**src/rtl/fp_pkg.sv**
```systemverilog
// Shared constants and FSM states for the single-precision add/sub post-processing datapath.
package fp_pkg;

    localparam int EXP_W  = 8;
    localparam int FRAC_W = 23;
    localparam logic [EXP_W-1:0] EXP_MAX = 8'hFF;

    // Bit offsets of the fields inside a packed IEEE-754 single word
    localparam int SIGN_POS = 31;
    localparam int EXP_LSB  = 23;
    localparam int FRAC_LSB = 0;

    typedef enum logic [2:0] {
        IDLE  = 3'd0,
        CHECK = 3'd1,
        SHIFT = 3'd2,
        ROUND = 3'd3,
        DONE  = 3'd4
    } state_t;

endpackage

```
**src/rtl/fp_round_rne.sv**
```systemverilog
// Combinational round-to-nearest-even increment; shared with the multiplier datapath.
module fp_round_rne
    import fp_pkg::*;
#(
    parameter int SIG_W = FRAC_W + 1
) (
    input  logic [SIG_W-1:0] sig,
    input  logic             guard,
    input  logic             sticky,
    output logic [SIG_W-1:0] sig_rnd,
    output logic             carry
);

    logic inc;

    // Ties (guard set, sticky clear) round up only when the LSB is odd
    assign inc = guard & (sticky | sig[0]);
    assign {carry, sig_rnd} = {1'b0, sig} + {{SIG_W{1'b0}}, inc};

endmodule

```
**src/rtl/fp_norm_round_pack.sv**
```systemverilog
// Multi-cycle normalise / round-nearest-even / pack stage for the FP adder.
// Optional FP_NORM_FLAGS_EN adds out_flags = {overflow, underflow, inexact}.
module fp_norm_round_pack #(
    parameter int EXP_W  = fp_pkg::EXP_W,
    parameter int FRAC_W = fp_pkg::FRAC_W
) (
    input  logic              clk,
    input  logic              rst_n,
    input  logic              in_valid,
    output logic              in_ready,
    input  logic              in_sign,
    input  logic [EXP_W-1:0]  in_exp,
    input  logic [FRAC_W+1:0] in_sig,
    input  logic              in_guard,
    input  logic              in_sticky,
    output logic              out_valid,
    input  logic              out_ready,
    output logic [31:0]       out_word,
    output logic              out_zero
`ifdef FP_NORM_FLAGS_EN
    ,
    output logic [2:0]        out_flags
`endif
);

    import fp_pkg::*;

    localparam int SIG_W = FRAC_W + 2;
    localparam logic [EXP_W:0] EXP_ONE  = {{EXP_W{1'b0}}, 1'b1};
    localparam logic [EXP_W:0] EXP_ALL1 = {1'b0, {EXP_W{1'b1}}};

    state_t            state;
    logic              sign_r;
    logic              guard_r;
    logic              sticky_r;
    logic [EXP_W:0]    exp_r;
    logic [SIG_W-1:0]  sig_r;

    logic [FRAC_W:0]   rnd_sig;
    logic              rnd_carry;
    logic [EXP_W:0]    exp_rnd;
    logic [FRAC_W-1:0] frac_rnd;

    // Packs sign/exp/frac, saturating to infinity once the exponent reaches all-ones
    function automatic logic [31:0] sat_pack(input logic s, input logic [EXP_W:0] e,
                                             input logic [FRAC_W-1:0] f);
        logic [31:0] w;
        w = '0;
        w[SIGN_POS] = s;
        if (e >= EXP_ALL1) begin
            w[EXP_LSB +: EXP_W] = {EXP_W{1'b1}};
        end else begin
            w[EXP_LSB +: EXP_W]   = e[EXP_W-1:0];
            w[FRAC_LSB +: FRAC_W] = f;
        end
        return w;
    endfunction

    fp_round_rne #(.SIG_W(FRAC_W + 1)) u_round (
        .sig     (sig_r[FRAC_W:0]),
        .guard   (guard_r),
        .sticky  (sticky_r),
        .sig_rnd (rnd_sig),
        .carry   (rnd_carry)
    );

    // A rounding carry leaves rnd_sig all-zero, so the renormalised fraction is zero either way
    always_comb begin
        exp_rnd  = exp_r + {{EXP_W{1'b0}}, rnd_carry};
        frac_rnd = rnd_carry ? rnd_sig[FRAC_W:1] : rnd_sig[FRAC_W-1:0];
    end

    assign in_ready = (state == IDLE);

    always_ff @(posedge clk) begin
        if (!rst_n) begin
            state     <= IDLE;
            sign_r    <= 1'b0;
            guard_r   <= 1'b0;
            sticky_r  <= 1'b0;
            exp_r     <= '0;
            sig_r     <= '0;
            out_valid <= 1'b0;
            out_word  <= '0;
            out_zero  <= 1'b0;
`ifdef FP_NORM_FLAGS_EN
            out_flags <= 3'b000;
`endif
        end else begin
            case (state)
                IDLE: begin
                    if (in_valid) begin
                        sign_r   <= in_sign;
                        exp_r    <= {1'b0, in_exp};
                        sig_r    <= in_sig;
                        guard_r  <= in_guard;
                        sticky_r <= in_sticky;
                        state    <= CHECK;
                    end
                end
                CHECK: begin
                    if (sig_r == '0) begin
                        out_word <= sat_pack(sign_r, '0, '0);
                        out_zero <= 1'b1;
`ifdef FP_NORM_FLAGS_EN
                        out_flags <= 3'b000;
`endif
                        state    <= DONE;
                    end else if (sig_r[SIG_W-1]) begin
                        sig_r    <= sig_r >> 1;
                        guard_r  <= sig_r[0];
                        sticky_r <= sticky_r | guard_r;
                        exp_r    <= exp_r + EXP_ONE;
                        state    <= ROUND;
                    end else if (sig_r[SIG_W-2]) begin
                        state <= ROUND;
                    end else if (exp_r == '0) begin
                        out_word <= sat_pack(sign_r, '0, '0);
                        out_zero <= 1'b1;
`ifdef FP_NORM_FLAGS_EN
                        out_flags <= 3'b011;
`endif
                        state    <= DONE;
                    end else begin
                        state <= SHIFT;
                    end
                end
                SHIFT: begin
                    // Smallest normal exponent reached without a hidden bit: no denormals, flush
                    if (exp_r == EXP_ONE) begin
                        out_word <= sat_pack(sign_r, '0, '0);
                        out_zero <= 1'b1;
`ifdef FP_NORM_FLAGS_EN
                        out_flags <= 3'b011;
`endif
                        state    <= DONE;
                    end else begin
                        sig_r   <= {sig_r[SIG_W-2:0], guard_r};
                        guard_r <= 1'b0;
                        exp_r   <= exp_r - EXP_ONE;
                        if (sig_r[SIG_W-3]) begin
                            state <= ROUND;
                        end
                    end
                end
                ROUND: begin
                    out_word <= sat_pack(sign_r, exp_rnd, frac_rnd);
                    out_zero <= 1'b0;
`ifdef FP_NORM_FLAGS_EN
                    out_flags <= {(exp_rnd >= EXP_ALL1), 1'b0, (guard_r | sticky_r)};
`endif
                    state    <= DONE;
                end
                DONE: begin
                    if (out_valid && out_ready) begin
                        out_valid <= 1'b0;
                        state     <= IDLE;
                    end else begin
                        out_valid <= 1'b1;
                    end
                end
                default: state <= IDLE;
            endcase
        end
    end

endmodule

```
**config.mk**
```make
export PLATFORM = sky130hd
export DESIGN_NAME = fp_norm_round_pack
export DESIGN_NICKNAME = d
export VERILOG_FILES = /design/src/rtl/fp_pkg.sv /design/src/rtl/fp_round_rne.sv /design/src/rtl/fp_norm_round_pack.sv
export SDC_FILE = /design/constraint.sdc
export NUM_CORES = 1
export LEC_CHECK = 0
export CORE_UTILIZATION = 50
export DETAILED_ROUTE_END_ITERATION = 6
export PLACE_DENSITY = 0.73
export SETUP_SLACK_MARGIN = 0.05
export SYNTH_ARGS = -nofsm -noshare
export SYNTH_HDL_FRONTEND = slang
export SYNTH_SLANG_ARGS = --single-unit
```
**constraint.sdc**
```tcl
create_clock -name clk -period 5.3 [get_ports clk]
set_input_delay 1.59 -clock clk [delete_from_list [all_inputs] [get_ports clk]]
set_output_delay 1.59 -clock clk [all_outputs]
set_load 0.03 [all_outputs]
```
==> flow_metrics.py, run 1 <==
metrics = {
    "die": {
        "die_w_um": 97.8,
        "start_util_pct": 52.1,
        "ios": 75,
        "num_rows": 34,
        "die_area_um2": 9560,
        "core_area_um2": 8810,
        "die_h_um": 97.8,
    },
    "worst_setup_path": {
        "slowest_stage": "o311ai_4",
        "max_stage_delay_ns": 0.84,
        "setup.worst_path.start": "sig_r[0]",
        "endpoint": "out_word[12]",
        "critPathTopFamily": "simple AND/OR/NAND/NOR gates",
        "worstPathMaxFanout": 23,
        "worst_setup_path_start_kind": "flip-flop",
        "reg2reg_to": "out_word[12]",
        "r2r-start": "sig_r[0]",
        "path_cells": "and2_1 -> ha_1 -> and3_1 -> nand2_1 -> nor4_2 -> ha_1 -> nand3_1 -> xor2_1 -> or4_4 -> o311ai_4 -> o32ai_2",
        "worstPathArrival_ns": 4.13,
        "crit_buf_inv": 0,
        "path_common_cell": "ha_1",
        "cp_data_required_time_ns": 5.51,
        "end_kind": "flip-flop",
        "cp_num_cells": 11,
        "r2r_slack_ns": 1.38,
        "rr_worst_depth": 11,
        "critPathKind": "flip-flop to flip-flop",
    },
    "cts": {
        "htreeDepth": 3,
        "root_buffer": "clkbuf_8",
        "clk_pin_slew_ns": 0.08,
        "ctsHoldBuffers": 0,
        "cts_buffer_depth": 2,
        "cts_setup_buffers": 0,
        "post_cts_resized": 0,
        "cts_buffers": 9,
        "cts.sinks": 74,
        "tritoncts": "built",
        "clk_latency_ns": 0.36,
    },
    "sta": {
        "finalSetupTns_ns": 0,
        "timing.final.hold_violations": 0,
        "maxSlewViolCount": 0,
        "fin_crit_ns": 3.92,
        "fmax_mhz": 255,
        "post-route-period-util_pct": 73.9,
        "slew_headroom_pct": 17.8,
        "worstMarginPinSlew_ns": 1.23,
        "rsz0062_at_grt": "false",
        "setup_viol": 0,
        "fin_skew_ns": 0.0105,
    },
    "placement": {
        "io_buffers": 74,
        "dp_hpwl_mm": 8.80,
        "gp_congestion": 0.908,
    },
    "layout": {
        "area.sequential_um2": 1480,
        "final_nets": 638,
        "n_fill_cell": 795,
        "n_antenna_cell": 0,
        "area.growth.synth_to_final_pct": 18.5,
        "fin_util_pct": 61.7,
        "multi_input_area_um2": 2740,
        "final_layout_size_suffix_gt1_share_pct": 8.39,
    },
    "worst_hold_path": {
        "holdPathStages": 2,
        "hp-class": "flip-flop to flip-flop",
    },
    "synth": {
        "synth_top_flop_cell": "dfxtp_1",
        "synth-async-reset-ratio_pct": 0,
        "synth_area_leaders": "dfxtp_1, a21oi_1, o221ai_1, o22a_1, nand2_1",
        "syn-cell-area_um2": 4580,
        "synth.distinct_cells": 70,
        "yosys.area.top_type_share_pct": 32.3,
        "yosysTopAreaCell": "dfxtp_1",
        "ys_ff_latch": 74,
        "synth_warnings": 0,
        "syn-num-nets": 607,
        "synth_cells": 560,
        "seq_area_frac_synth_pct": 32.3,
        "synth_edf_count": 0,
        "avgSynthCellArea_um2": 8.19,
    },
    "pwr": {
        "ir_worst_vdd_uv": 455,
        "p_per_area_nw_per_um2": 539,
        "leakagePower_nw": 1.77,
    },
    "routing": {
        "vias": 4481,
        "drtIter0Drc": 309,
        "wl_per_cell_um": 18.0,
        "routed_wirelength_mm": 12.7,
        "drcViolationCount": 14,
        "avgViaCountPerCell": 6.37,
        "postRouteAntennaNets": 0,
        "dr.pass1.iters": 7,
    },
    "run_status": {
        "violations": "design-rule violations",
        "status": "complete, but fails checks",
    },
    "global_routing": {
        "overflow": 0,
        "grt_use_total_pct": 27.2,
        "antenna_found_initial": 0,
        "grt_max_degree": 41,
        "grt_pass1_vias": 4222,
        "grt_pass1_wl_mm": 21.0,
    },
    "run": {
        "maxCapViolations": 0,
    },
}
-- worst reg2reg max path, stage by stage, from the launching register on --
cell	delay [ns]
dfxtp_1	0.44
and2_1	0.16
ha_1	0.21
and3_1	0.23
nand2_1	0.18
nor4_2	0.35
ha_1	0.24
nand3_1	0.15
xor2_1	0.21
or4_4	0.54
o311ai_4	0.84
o32ai_2	0.21
-- state kept, by name, summed over array words and instances, names as in the netlist --
name,count
guard_r,1
out_valid,1
sticky_r,1
out_word,32
state,3
out_zero,1
sig_r,25
exp_r,9
sign_r,1
-- power by group --
group          leakage, nW  internal (W)  switching (W)  total, W
registers            0.603      0.000697       0.000320   0.00102
logic                 1.08      0.000628       0.000860   0.00149
clock network       0.0880      0.000196       0.000228  0.000425
-- layout make-up --
class / instances / share of cell area, %
well taps: 108 / 2.49
inverters: 25 / 1.73
clock buffers: 11 / 2.79
flip-flops and latches: 74 / 27.3
clock inverters: 5 / 0.668
multi-input cells: 400 / 50.5
repair buffers: 81 / 14.6
-- layer usage --
metal | track usage (%) | part of all wire (%) | up-vias
li1 | - | - | 2156
met1 | 35.8 | 44 | 2096
met2 | 44.4 | 47 | 200
met3 | 3.94 | 7.0 | 29
met4 | 12.0 | 2.4 | 0
met5 | 0 | 0 | -
-- how the worst min path moves through the flow --
stage,start,end
detailed placement,out_word[27],out_word[27]
floorplan,sign_r,sign_r
CTS,out_word[2],out_word[2]
global route,out_word[7],out_word[7]
finish,out_word[2],out_word[2]
global placement,out_word[27],out_word[27]
-- cell usage after synthesis (3+ instances only) --
master     number
o221ai_1       25
nand2_1        52
a21o_1          4
buf_1           3
clkbuf_1       36
o21bai_1        5
o21ai_0         8
o21a_1          8
a21boi_0        6
xnor2_1        10
nand4_1         3
or3b_2          3
buf_2          17
inv_1          25
buf_6           4
a31oi_1         5
nand3_1        20
nor3_1         20
and4_1          5
nor2_1         30
mux2i_1         3
and3_1         13
ha_1            7
xor2_1         11
o2bb2ai_1       7
a21oi_1        51
nor2b_1         3
dfxtp_1        74
nor4_1         11
o32ai_1        15
o32ai_2         4
o22a_1         24
-- placed cells by master, fill, tap and decap left out, types with 3 or more instances in the layout --
cell,instances
dfxtp_1,74
clkdlybuf4s50_1,74
nand2_1,52
a21oi_1,50
nor2_1,30
inv_1,25
o221ai_1,25
o22a_1,24
nor3_1,20
nand3_1,20
o32ai_1,15
and3_1,13
xor2_1,11
clkbuf_8,11
nor4_1,10
xnor2_1,10
o21a_1,8
o21ai_0,8
o2bb2ai_1,7
ha_1,7
buf_4,7
a21boi_0,6
and4_1,5
a31oi_1,5
o21bai_1,5
o32ai_2,4
a21o_1,4
nand4_1,3
or3b_2,3
nor2b_1,3
mux2i_1,3
clkinvlp_4,3
-- metrics by stage --
step | cells | instance area (um^2) | power [W] | setup WS [ns] | hold WS [ns]
6_report | 704 | 5430 | 0.00293 | 1.38 | 0.455
5_1_grt | 704 | 5430 | 0.00312 | 1.05 | 0.484
4_1_cts | 704 | 5430 | 0.00290 | 1.38 | 0.459
3_5_place_dp | 688 | 5250 | 0.00248 | 1.38 | 0.443
3_3_place_gp | 688 | 5250 | 0.00245 | 1.49 | 0.437
2_1_floorplan | 560 | 4580 | 0.00213 | 1.86 | 0.437
-- cells by family (layout without fill, tap and decap cells) --
| group | after synthesis | count (layout) | share of synthesized area (%) |
|---|---|---|---|
| buffers and inverters | 86 | 122 | 8.19 |
| muxes | 4 | 4 | 0.901 |
| and+or+nand+nor | 176 | 176 | 19.8 |
| AOI/OAI and AO/OA | 191 | 191 | 32.5 |
| DFF | 74 | 74 | 32.3 |
| adders and majority gates | 7 | 7 | 1.91 |
| xor gates and xnor gates | 22 | 22 | 4.37 |
(Power assumes the default switching activity.)
==> inputs of run 2 (changes only) <==
clock period = 3.9 ns   (was 5.3 ns; I/O delays follow)
==> run 2 against run 1 <==
  * The run still ends with design-rule violations left
  * Global-route usage rose by 0.81 points
  * Final cell count increased by 1.3%
  * Fmax rose by 9.3%
  * Design area grew 1.9%
  * Sequential power rose by 33%
  * Die area unchanged
  * Clock-buffer cell count is 2 lower
  * Sequential share of layout area down 0.51 points
  * Combinational power is 41% higher
  * Critical path type unchanged
  * Highest routed layer unchanged
==> flow_metrics.py, run 2 (synthesis gave the netlist of run 1 again) <==
metrics = {
    "run_status": {
        "status": "complete, but fails checks",
        "violations": "design-rule violations",
    },
    "global_routing": {
        "antenna_found_initial": 0,
        "grt_use_total_pct": 28.0,
        "grt_pass1_vias": 4488,
        "overflow": 0,
        "grt_max_degree": 40,
        "grt_pass1_wl_mm": 21.8,
    },
    "cts": {
        "root_buffer": "clkbuf_8",
        "tritoncts": "built",
        "clk_pin_slew_ns": 0.09,
        "cts_buffer_depth": 2,
        "cts_buffers": 9,
        "cts.sinks": 74,
        "htreeDepth": 3,
        "clk_latency_ns": 0.35,
        "post_cts_resized": 0,
        "cts_setup_buffers": 0,
        "ctsHoldBuffers": 0,
    },
    "layout": {
        "top_register": "out_word",
        "n_fill_cell": 788,
        "area.sequential_um2": 1480,
        "multi_input_area_um2": 2750,
        "largest_register_ffs": 32,
        "finalNonFillerCells": 713,
        "final_layout_size_suffix_gt1_share_pct": 9.92,
        "fin_util_pct": 62.9,
        "area.growth.synth_to_final_pct": 20.7,
        "final_nets": 647,
        "layout_common_cells": "dfxtp_1, clkdlybuf4s50_1, nand2_1",
        "n_antenna_cell": 0,
        "top_regs": "out_word x32, sig_r x25, exp_r x9",
    },
    "worst_setup_path": {
        "critPathKind": "flip-flop to flip-flop",
        "worstPathMaxFanout": 23,
        "path_cells": "and2_1 -> ha_1 -> and3_1 -> nand2_1 -> nor4_2 -> ha_1 -> nand3_1 -> xor2_1 -> or4_4 -> o311ai_4 -> buf_4 -> o32ai_1",
        "path_common_cell": "ha_1",
        "r2r_slack_ns": 0.32,
        "cp_data_required_time_ns": 4.11,
        "reg2reg_to": "out_word[10]",
        "critPathTopFamily": "simple AND/OR/NAND/NOR gates",
        "worstPathArrival_ns": 3.79,
        "setup.worst_path.start": "sig_r[0]",
        "worst_setup_path_start_kind": "flip-flop",
        "max_stage_delay_ns": 0.55,
        "slowest_stage": "or4_4",
        "cp_num_cells": 12,
        "rr_worst_depth": 12,
        "endpoint": "out_word[10]",
        "end_kind": "flip-flop",
        "crit_buf_inv": 1,
        "r2r-start": "sig_r[0]",
    },
    "routing": {
        "dr.pass1.iters": 7,
        "drtIter0Drc": 293,
        "vias": 4583,
        "postRouteAntennaNets": 0,
        "wl_per_cell_um": 18.4,
        "drcViolationCount": 14,
        "avgViaCountPerCell": 6.43,
        "routed_wirelength_mm": 13.1,
    },
    "sta": {
        "rsz0062_at_grt": "false",
        "setup_viol": 0,
        "slew_headroom_pct": 25.4,
        "finalSetupTns_ns": 0,
        "fmax_mhz": 279,
        "timing.final.hold_violations": 0,
        "fin_crit_ns": 3.58,
        "fin_ws_ns": 0.315,
        "post-route-period-util_pct": 91.9,
        "fin_skew_ns": 0.00689,
        "worstMarginPinSlew_ns": 1.12,
        "maxSlewViolCount": 0,
        "holdWs_ns": 0.458,
    },
    "die": {
        "start_util_pct": 52.1,
        "die_w_um": 97.8,
        "core_area_um2": 8810,
        "die_h_um": 97.8,
        "die_area_um2": 9560,
        "ios": 75,
        "num_rows": 34,
    },
    "placement": {
        "dp.cells": 697,
        "gp_congestion": 0.897,
        "dp_hpwl_mm": 9.24,
        "pre_cts_ws_ns": 0.319,
        "io_buffers": 74,
    },
    "pwr": {
        "p_per_area_nw_per_um2": 746,
        "ir_worst_vdd_uv": 507,
        "leakagePower_nw": 1.83,
    },
    "run": {
        "maxCapViolations": 0,
    },
    "worst_hold_path": {
        "hp-class": "flip-flop to flip-flop",
    },
}
## run 2: power by group
part	switching [W]	internal (W)	leakage, nW
registers	0.000410	0.000947	0.603
clock network	0.000310	0.000359	0.105
logic	0.00121	0.000891	1.12
total	0.00193	0.00220	1.83
## run 2: area by class of cell
cell class,count,share of cell area [%]
clock buffer,9,2.24
clock inverter,7,1.70
inverter,25,1.70
multi-input combinational,400,49.6
sequential,74,26.8
tap,108,2.44
timing repair buffer,90,15.6
## run 2: per-layer routing
layer / vias up / GRT usage (%) / part of all wire (%)
met3: 32 / 4.87 / 5.5
met5: - / 0 / 0
li1: 2176 / - / -
met4: 0 / 15.2 / 3.2
met1: 2190 / 34.2 / 44
met2: 185 / 47.1 / 47
## run 2: how the worst min path moves through the flow
stage / from / cells after the start / slack (ns) / endpoint
floorplan: sign_r / 2 / 0.44 / sign_r
global placement: out_word[27] / 1 / 0.44 / out_word[27]
detailed placement: out_word[15] / 2 / 0.45 / out_word[15]
CTS: out_word[11] / 2 / 0.46 / out_word[11]
global route: out_word[5] / 2 / 0.48 / out_word[5]
finish: out_word[15] / 2 / 0.46 / out_word[15]
## run 2: metrics by stage
step	power [W]	instance area (um^2)
after floorplan	0.00289	4580
after global placement	0.00339	5310
after detailed placement	0.00344	5310
after CTS	0.00411	5530
after global routing	0.00439	5540
final	0.00413	5540
## run 2: worst min-delay path: cells and delay by family, from the launching register on
family,cells,cell delay [ns]
DFF,1,0.32
buffers and inverters,1,0.05
AOI/OAI and AO/OA,1,0.05
==> inputs of run 3 (changes only) <==
ABC_AREA = 1   (was unset)
PLACE_DENSITY = 0.72   (was 0.73)
==> run 3 against run 2 <==
  * The flow now finishes without violations
  * Combinational power decreased by 12%
  * Core utilization increased by 0.48 points
  * Clock skew rose by 0.012 ns
  * Critical path type unchanged
  * Largest cell class unchanged
  * Design area is 1.7% higher
  * Sequential cell count is the same
  * Register-to-register slack better by 0.13 ns
  * Via count up 13%
  * Synthesized cell count grew 34%
  * Synthesized area increased by 2.4%
  * Setup slack gained 0.13 ns
  * Highest routed layer unchanged
==> flow_metrics.py, run 3 <==
metrics = {
    "routing": {
        "routed_wirelength_mm": 13.9,
        "avgViaCountPerCell": 5.66,
        "vias": 5185,
        "dr.pass1.iters": 5,
        "wl_per_cell_um": 15.2,
        "drcViolationCount": 0,
        "drtIter0Drc": 360,
        "postRouteAntennaNets": 0,
    },
    "global_routing": {
        "grt_use_total_pct": 29.1,
        "antenna_found_initial": 0,
        "grt_pass1_vias": 4681,
        "overflow": 0,
        "grt_pass1_wl_mm": 22.9,
        "grt_max_degree": 62,
    },
    "synth": {
        "synth_top_flop_cell": "dfxtp_1",
        "yosysTopAreaCell": "dfxtp_1",
        "syn-num-nets": 795,
        "syn-cell-area_um2": 4690,
        "yosys.area.top_type_share_pct": 31.6,
        "ys_ff_latch": 74,
        "synth-async-reset-ratio_pct": 0,
        "avgSynthCellArea_um2": 6.27,
        "synth.distinct_cells": 34,
        "seq_area_frac_synth_pct": 31.6,
        "synth_warnings": 0,
        "synth_edf_count": 0,
        "yosysMostFrequentCell": "nand2_1",
        "ys_top_cells_by_count": "nand2_1, a21oi_1, dfxtp_1",
        "synth_area_leaders": "dfxtp_1, nand2_1, a21oi_1, nand3_1, inv_1",
        "synth_cells": 748,
    },
    "worst_setup_path": {
        "worstPathMaxFanout": 13,
        "critPathKind": "flip-flop to flip-flop",
        "slowest_stage": "dfxtp_1",
        "cp_data_required_time_ns": 4.10,
        "worstPathArrival_ns": 3.65,
        "crit_buf_inv": 4,
        "r2r-start": "sig_r[0]",
        "critPathTopFamily": "simple AND/OR/NAND/NOR gates",
        "reg2reg_to": "out_word[0]",
        "r2r_slack_ns": 0.44,
        "path_common_cell": "inv_1",
        "max_stage_delay_ns": 0.38,
        "worst_setup_path_start_kind": "flip-flop",
        "path_cells": "nand2_1 -> inv_1 -> ha_1 -> nand3_1 -> nor2_2 -> nand3_1 -> inv_1 -> nand4_1 -> inv_1 -> ha_1 -> ha_1 -> nand3_1 -> o21ai_0 -> nand2_1 -> nor2_1 -> inv_1 -> nor2_2 -> nor2_2 -> nand3b_1 -> a21oi_1",
        "rr_worst_depth": 20,
        "cp_num_cells": 20,
        "end_kind": "flip-flop",
    },
    "die": {
        "die_w_um": 98.9,
        "die_h_um": 98.9,
        "num_rows": 34,
        "ios": 75,
        "core_area_um2": 8890,
        "start_util_pct": 52.8,
        "die_area_um2": 9780,
    },
    "sta": {
        "holdWs_ns": 0.466,
        "maxSlewViolCount": 0,
        "fin_skew_ns": 0.0190,
        "finalSetupTns_ns": 0,
        "fin_crit_ns": 3.46,
        "slew_headroom_pct": 47.1,
        "timing.final.hold_violations": 0,
        "rsz0062_at_grt": "false",
        "setup_viol": 0,
        "worstMarginPinSlew_ns": 0.793,
        "fmax_mhz": 289,
        "post-route-period-util_pct": 88.7,
    },
    "cts": {
        "clk_pin_slew_ns": 0.08,
        "post_cts_resized": 0,
        "clk_latency_ns": 0.36,
        "cts_buffers": 9,
        "cts_setup_buffers": 0,
        "ctsHoldBuffers": 0,
        "tritoncts": "built",
        "htreeDepth": 3,
        "root_buffer": "clkbuf_8",
        "cts_buffer_depth": 2,
        "cts.sinks": 74,
    },
    "placement": {
        "gp_congestion": 0.956,
        "place_area_um2": 5430,
        "dp_hpwl_mm": 10.3,
        "io_buffers": 74,
    },
    "layout": {
        "n_antenna_cell": 0,
        "final_layout_size_suffix_gt1_share_pct": 5.20,
        "fin_util_pct": 63.3,
        "final_nets": 850,
        "layout_common_cells": "nand2_1, a21oi_1, dfxtp_1, clkdlybuf4s50_1, inv_1",
        "final_common_cell": "nand2_1",
        "top_register": "out_word",
        "top_regs": "out_word x32, sig_r x25, exp_r x9",
        "largest_register_ffs": 32,
        "n_fill_cell": 853,
        "finish.instance_area_um2": 5630,
        "area.growth.synth_to_final_pct": 20.0,
    },
    "worst_hold_path": {
        "holdPathStages": 2,
        "whs_endpoint": "out_word[4]",
        "min_from": "out_word[4]",
        "hp-class": "flip-flop to flip-flop",
    },
    "pwr": {
        "p_per_area_nw_per_um2": 647,
        "leakagePower_nw": 2.23,
        "ir_worst_vdd_uv": 460,
    },
    "run_status": {
        "status": "finished clean",
    },
    "run": {
        "maxCapViolations": 0,
    },
}
run 3: cell count changes after synthesis, sizes merged, moves of 13 or more:
cell    before  now
nand2       52  216
o32ai       19    0
a21oi       52   80
and3        13    0
o21ai       11   52
nand3       21   59
o22a        24    0
inv         25   71
clkbuf      37   17
nor2        30   72
run 3: kinds of logic (layout without fill, tap and decap cells):
group / Yosys count / in the layout / share of synthesized area (%)
and+or+nand+nor: 384 / 385 / 35.0
AOI/OAI and AO/OA: 162 / 162 / 19.6
buffers and inverters: 110 / 169 / 9.97
DFF: 74 / 74 / 31.6
xor gates and xnor gates: 11 / 11 / 2.05
adders and majority gates: 7 / 7 / 1.87
run 3: through the flow:
stage               setup WS, ns  total power (W)  instances
global route              0.0442          0.00392        916
finish                     0.442          0.00364        916
detailed placement         0.512          0.00301        899
CTS                        0.495          0.00360        915
global placement           0.755          0.00296        899
floorplan                   1.05          0.00256        748
run 3: worst max path at each step:
stage,from,slack [ns],to
final,sig_r[0],0.44,out_word[0]
after global routing,sig_r[0],0.04,out_word[15]
after CTS,sig_r[0],0.50,out_word[12]
after detailed placement,sig_r[0],0.51,out_word[12]
after global placement,sig_r[0],0.75,out_word[26]
after floorplan,sig_r[0],1.05,out_word[15]
run 3: layer usage:
layer  vias to the layer above  track usage (%)  wire [um]
met5                         -                0          0
met4                         0             7.46        201
met3                        15             3.05       1120
met1                      2351             43.3       6490
met2                       235             44.8       6090
li1                       2584                -          -
run 3: layout make-up:
cell class | instances | area (um^2) | area share, %
Multi-Input combinational cell | 565 | 2760 | 49.0
Clock buffer | 9 | 124 | 2.20
Clock inverter | 7 | 70.1 | 1.24
Timing Repair Buffer | 81 | 793 | 14.1
Inverter | 72 | 270 | 4.80
Sequential cell | 74 | 1480 | 26.3
Tap cell | 108 | 135 | 2.40
run 3: worst min-delay path, stage by stage, from the launching register on:
cell	delay, ns
dfxtp_1	0.31
nand2_1	0.06
a21oi_1	0.05
run 3: power breakdown:
group	switching, W	internal [W]
sequential	0.000272	0.000935
clock	0.000304	0.000294
combinational	0.00124	0.000603
total	0.00181	0.00183
